### config.mk
export PLATFORM = sky130hd
export DESIGN_NAME = ball_motion
export DESIGN_NICKNAME = d
export VERILOG_FILES = /design/src/rtl/pong_pkg.sv /design/src/rtl/axis_stepper.sv /design/src/rtl/ball_motion.sv
export SDC_FILE = /design/constraint.sdc
export NUM_CORES = 1
export LEC_CHECK = 0
export ABC_AREA = 1
export BUFFER_PORTS_ARGS = -buffer_cell sky130_fd_sc_hd__buf_2
export CAP_MARGIN = 40
export CORE_ASPECT_RATIO = 1.1
export CORE_MARGIN = 1
export CORE_UTILIZATION = 38
export CTS_CLUSTER_SIZE = 24
export DETAILED_ROUTE_END_ITERATION = 6
export MAX_ROUTING_LAYER = met4
export SYNTH_ARGS = -nofsm -noshare
export SYNTH_HDL_FRONTEND = slang
export SYNTH_SLANG_ARGS = --single-unit
### constraint.sdc
create_clock -name clock -period 3.9 [get_ports clock]
set_input_delay 0.195 -clock clock [delete_from_list [all_inputs] [get_ports clock]]
set_output_delay 0.195 -clock clock [all_outputs]
set_load 0.02 [all_outputs]
### src/rtl/pong_pkg.sv
// ============================================================================
// pong_pkg : shared types and encodings for the pong ball motion engine
// Revision : 1.0
// ============================================================================
`default_nettype none

package pong_pkg;

    typedef enum logic [1:0] {
        IDLE   = 2'd0,
        RUN    = 2'd1,
        SCORED = 2'd2
    } motion_state_t;

    localparam logic DIR_POS = 1'b1;
    localparam logic DIR_NEG = 1'b0;

endpackage

`default_nettype wire

### src/rtl/axis_stepper.sv
// ============================================================================
// axis_stepper : one coordinate axis with step timer, position and direction
// Revision     : 1.0
// ============================================================================
`default_nettype none

module axis_stepper
    import pong_pkg::*;
#(
    parameter int W       = 10,
    parameter int TW      = 32,
    parameter int MAX     = 639,
    parameter int CENTER  = 320,
    parameter int REFLECT = 0
) (
    input  logic          clock,
    input  logic          reset,
    input  logic          clear_i,
    input  logic          load_i,
    input  logic          dir_load_i,
    input  logic          run_i,
    input  logic          invert_i,
    input  logic [TW-1:0] threshold_i,
    output logic [W-1:0]  pos_o,
    output logic          dir_o,
    output logic          edge_hit_o
);

    localparam logic [W-1:0] C_MAX    = W'(MAX);
    localparam logic [W-1:0] C_CENTER = W'(CENTER);
    localparam logic [W-1:0] C_ONE    = W'(1);

    logic [W-1:0]  pos_q, pos_d;
    logic          dir_q, dir_d;
    logic [TW-1:0] timer_q, timer_d;

    logic w_dir_eff;
    logic w_step;
    logic w_at_edge;

    // A same-cycle invert steers the step that fires in this cycle.
    assign w_dir_eff  = dir_q ^ invert_i;
    assign w_step     = run_i && (timer_q >= threshold_i);
    assign w_at_edge  = (w_dir_eff == DIR_POS) ? (pos_q == C_MAX) : (pos_q == '0);
    assign edge_hit_o = w_step && w_at_edge;

    always_comb begin
        pos_d   = pos_q;
        dir_d   = dir_q;
        timer_d = timer_q;
        if (clear_i) begin
            pos_d   = C_CENTER;
            timer_d = '0;
        end else if (load_i) begin
            dir_d   = dir_load_i;
            timer_d = '0;
        end else if (run_i) begin
            dir_d = w_dir_eff;
            if (w_step) begin
                timer_d = '0;
                if (w_at_edge) begin
                    // Exit axes hold position; the owner recentres it.
                    if (REFLECT != 0) begin
                        dir_d = (w_dir_eff == DIR_POS) ? DIR_NEG : DIR_POS;
                        pos_d = (w_dir_eff == DIR_POS) ? (C_MAX - C_ONE) : C_ONE;
                    end
                end else begin
                    pos_d = (w_dir_eff == DIR_POS) ? (pos_q + C_ONE) : (pos_q - C_ONE);
                end
            end else begin
                timer_d = timer_q + TW'(1);
            end
        end
    end

    always_ff @(posedge clock or posedge reset) begin
        if (reset) begin
            pos_q   <= C_CENTER;
            dir_q   <= DIR_POS;
            timer_q <= '0;
        end else begin
            pos_q   <= pos_d;
            dir_q   <= dir_d;
            timer_q <= timer_d;
        end
    end

    assign pos_o = pos_q;
    assign dir_o = dir_q;

endmodule

`default_nettype wire

### src/rtl/ball_motion.sv
// ============================================================================
// ball_motion : 2-D pong ball engine with wall reflection and edge scoring
// Revision    : 1.0
// ============================================================================
`default_nettype none

module ball_motion
    import pong_pkg::*;
#(
    parameter int XW       = 10,
    parameter int YW       = 9,
    parameter int TW       = 32,
    parameter int X_MAX    = 639,
    parameter int Y_MAX    = 479,
    parameter int X_CENTER = 320,
    parameter int Y_CENTER = 240
) (
    input  logic          clock,
    input  logic          reset,
    input  logic          active,
    input  logic          serve,
    input  logic          serve_dir_x,
    input  logic          serve_dir_y,
    input  logic [TW-1:0] x_threshold,
    input  logic [TW-1:0] y_threshold,
    input  logic          reflect_x,
    output logic [XW-1:0] x,
    output logic [YW-1:0] y,
    output logic          dir_x,
    output logic          dir_y,
    output logic          moving,
    output logic          wall_bounce,
    output logic          score_left,
    output logic          score_right
);

    motion_state_t state_q, state_d;
    logic moving_q, moving_d;
    logic wall_q, wall_d;
    logic sl_q, sl_d;
    logic sr_q, sr_d;

    logic w_clear;
    logic w_load;
    logic w_run;
    logic w_x_edge;
    logic w_y_edge;

    axis_stepper #(
        .W       (XW),
        .TW      (TW),
        .MAX     (X_MAX),
        .CENTER  (X_CENTER),
        .REFLECT (0)
    ) u_x_axis (
        .clock       (clock),
        .reset       (reset),
        .clear_i     (w_clear),
        .load_i      (w_load),
        .dir_load_i  (serve_dir_x),
        .run_i       (w_run),
        .invert_i    (w_run && reflect_x),
        .threshold_i (x_threshold),
        .pos_o       (x),
        .dir_o       (dir_x),
        .edge_hit_o  (w_x_edge)
    );

    axis_stepper #(
        .W       (YW),
        .TW      (TW),
        .MAX     (Y_MAX),
        .CENTER  (Y_CENTER),
        .REFLECT (1)
    ) u_y_axis (
        .clock       (clock),
        .reset       (reset),
        .clear_i     (w_clear),
        .load_i      (w_load),
        .dir_load_i  (serve_dir_y),
        .run_i       (w_run),
        .invert_i    (1'b0),
        .threshold_i (y_threshold),
        .pos_o       (y),
        .dir_o       (dir_y),
        .edge_hit_o  (w_y_edge)
    );

    always_comb begin
        state_d = state_q;
        wall_d  = 1'b0;
        sl_d    = 1'b0;
        sr_d    = 1'b0;
        w_clear = 1'b0;
        w_load  = 1'b0;
        w_run   = 1'b0;
        if (!active) begin
            state_d = IDLE;
            w_clear = 1'b1;
        end else begin
            case (state_q)
                IDLE: begin
                    if (serve) begin
                        state_d = RUN;
                        w_load  = 1'b1;
                    end
                end
                RUN: begin
                    w_run = 1'b1;
                    // A score swallows a coincident wall bounce.
                    if (w_x_edge) begin
                        state_d = SCORED;
                        if (x == XW'(X_MAX)) sr_d = 1'b1;
                        else                 sl_d = 1'b1;
                    end else begin
                        wall_d = w_y_edge;
                    end
                end
                SCORED: begin
                    w_clear = 1'b1;
                    state_d = IDLE;
                end
                default: begin
                    w_clear = 1'b1;
                    state_d = IDLE;
                end
            endcase
        end
        moving_d = (state_d == RUN);
    end

    always_ff @(posedge clock or posedge reset) begin
        if (reset) begin
            state_q  <= IDLE;
            moving_q <= 1'b0;
            wall_q   <= 1'b0;
            sl_q     <= 1'b0;
            sr_q     <= 1'b0;
        end else begin
            state_q  <= state_d;
            moving_q <= moving_d;
            wall_q   <= wall_d;
            sl_q     <= sl_d;
            sr_q     <= sr_d;
        end
    end

    assign moving      = moving_q;
    assign wall_bounce = wall_q;
    assign score_left  = sl_q;
    assign score_right = sr_q;

endmodule

`default_nettype wire
==> summary.txt <==
WHS Path Cells = 3
First-pass GRT wire length = 33800 um
Number of I/O pins = 96
Drt first pass iters = 7
DRC Markers = 2
Initial antenna violation count = 0
Layout cells sized above 1 = 0.135
Critical Path End = u_x_axis.pos_o[7]
Cell family with most CP delay = simple AND/OR/NAND/NOR gates
Metal3 WL = 651 um
Post-route ant nets = 0
Largest net degree at the start of global routing = 35
Skew final = 0.0102 ns
Slew Viols, Final = 0
Post-CTS sizing = 0
Core outline area = 20000 um2
CP peak stage delay = 0.41 ns
Synth warnings = 0
Initial Util = 0.392
Footprint of the multi-input gates = 4740 um2
Port buffer count = 95
Clock sinks = 91
Post-layout util = 0.445
CP required = 4.19 ns
Min-Delay Path Class = in2reg
Met1 WL = 9760 um
Pwr dens = 326 nW/um2
Net Count, Synth = 1264
H-tree depth = 3
Synthesized area = 7830 um2
Root Buffer = clkbuf_16
Setup TNS = 0 ns
Power Total = 0.00290 W
Pre-CTS setup slack = 1.34 ns
Worst-path fanout max = 13
Netlist cell types = 46
Share of flip-flops with an asynchronous set or reset = 1.00
Synth-to-Final Area Change = 13.6%
Critical R2R Capture = u_x_axis.pos_o[7]
Worst EP arrival = 2.90 ns
Worst-Skew Late Latency = 0.35 ns
Grt total ovfl = 0
WS Path Type = reg2reg
Nets = 1358
Gr usage total = 0.203
Post-CTS Hold Buffers = 1
Max VDD drop = 0.231 mV
Final Cycle Share = 0.668
Slew margin rel. = 0.602
Post CTS Setup Buffer Count = 0
FF-to-FF path depth = 13
Vias in the first global route = 6990
Crit. Startpoint = state_q[1]
Fmax = 384 MHz
Worst R2R Start = state_q[1]
Final hold vios = 0
CTS Buf Count = 9
# Max-Cap Violations = 0
Synth Flop Type = dfrtp_1
GP Congestion = 0.862
Clock-pin transition on the worst setup and hold timing paths = 0.07 ns
Cell count after synthesis = 1110
# diodes = 0
Routed wire per std cell = 13.8 um
Sequential element share of the synthesized area = 0.292
WP depth = 13
Worst Path Buf+Inv = 1
Status = complete, but fails checks
Seq cells post-synth = 91
Syn avg cell area = 7.06 um2
CP max stage cell = ha_1
Via count = 7270
CTS tree = built
Routed wire length = 20100 um
FF+latch area = 2290 um2
R2r setup slk = 1.30 ns
Top routing layer used = met4
DIE AREA = 21200 um2
Final setup vio count = 0
Die boundary height = 153 um
Worst setup SP type = flop
DR iter-0 viols = 428
EDFF count, synth = 0
DIE WIDTH = 139 um
Fill cells = 2070
Static Leak = 4.64 nW
Row count = 54
Routed wl met2 = 9390 um
RSZ-0062 raised after global routing = no
Critical Path Most Common Cell = nand2_1
Final worst slack = 1.30 ns
Via-to-Cell Ratio = 4.98
Slew @ Worst Pin = 0.596 ns
Crit path capture type = flop
Final min period = 2.60 ns
Crit-path cells = inv_2 > nand2_2 > nor2_4 > nand2_1 > nand2_1 > nand2_2 > ha_1 > a21oi_1 > nand2_1 > a211oi_1 > xnor2_1 > nand4_1 > nand2_1
CTS Buffer Depth = 2
Failing checks = design-rule violations
Dpl hpwl = 15900 um
metrics by stage:
step	hold slack, ns	cells	instance area, um2
2_1_floorplan	0.311	1110	7830
3_3_place_gp	0.413	1442	8570
3_5_place_dp	0.165	1444	8610
4_1_cts	0.0910	1461	8900
5_1_grt	0.129	1461	8900
6_report	0.108	1461	8900
Yosys cell counts, types with 8 or more instances:
master / number / area, um2
nor2_1: 86 / 323
dfstp_2: 8 / 210
a21oi_1: 45 / 225
o21ai_1: 40 / 200
xor2_1: 42 / 368
o22ai_1: 12 / 75.1
o21ai_0: 31 / 155
nor4_1: 8 / 50.1
inv_1: 183 / 687
clkbuf_1: 10 / 37.5
nand2_1: 276 / 1040
ha_1: 81 / 1010
nand3_1: 61 / 305
nand4_1: 39 / 244
nor3_1: 25 / 125
xnor2_1: 12 / 105
dfrtp_1: 83 / 2080
logic make-up after synthesis:
kind of cell	Yosys count	synth area share
AND/OR/NAND/NOR	527	0.308
buffers and inverters	209	0.103
AO/OA/AOI/OAI	146	0.102
flip-flops	91	0.292
adder cells (fa/ha/maj)	83	0.134
XOR/XNOR	54	0.0604
state kept, by name, summed over array words and instances, names as in the netlist, 2 cells and up:
| register | cells |
|---|---|
| u_x_axis.timer_q | 32 |
| u_y_axis.timer_q | 32 |
| u_x_axis.pos_o | 10 |
| u_y_axis.pos_o | 9 |
| state_q | 2 |
routing by layer:
metal	global-route usage	up-vias
met5	-	-
met4	0.0640	0
met2	0.330	138
met1	0.262	3304
met3	0.0267	28
li1	-	3800
power by group:
group | internal (W) | switching [W] | leakage, nW
clock | 0.000433 | 0.000399 | 0.121
sequential | 0.00102 | 0.0000878 | 1.24
combinational | 0.000361 | 0.000598 | 3.28
total | 0.00181 | 0.00109 | 4.64
layout make-up:
cell class	count	share of cell area
clock buffer	10	0.0257
clock inverter	6	0.00492
inverter	190	0.0803
multi-input combinational	810	0.533
timing repair buffer	102	0.0633
sequential	91	0.257
tap	252	0.0354
worst min-delay path by stage:
stage,startpoint,slack (ns),end
after floorplan,serve_dir_x,0.31,u_x_axis.dir_o
after global placement,reset,0.41,score_right
after detailed placement,reset,0.16,score_left
after CTS,serve_dir_x,0.09,u_x_axis.dir_o
after global routing,serve_dir_x,0.13,u_x_axis.dir_o
final,serve_dir_x,0.11,u_x_axis.dir_o
layout by cell type (no fill, tap or decap), types with 4 or more instances in the layout:
cell type   count
nand2_2         5
nand2_1       276
buf_4           4
nor4_1          8
nor3_2          5
nor2_2          4
buf_2          95
dfrtp_1        83
o21ai_0        31
nor2_1         85
a21oi_1        45
xnor2_1        12
nand4_1        39
nand3_1        61
xor2_1         42
clkbuf_16       9
inv_1         182
nor3_1         25
ha_1           81
inv_2           7
dfstp_2         8
o21ai_1        40
o22ai_1        12
o21a_1          6
clkinvlp_4      4
worst reg2reg max path, delay by kind of cell (launching register included):
family	cells	cell delay, ns
adders and majority gates	1	0.41
AOI/OAI and AO/OA	2	0.48
and+or+nand+nor	8	1.08
DFF	1	0.37
xor gates and xnor gates	1	0.16
buffers and inverters	1	0.05
No activity file was read; power rests on OpenSTA's default activity.
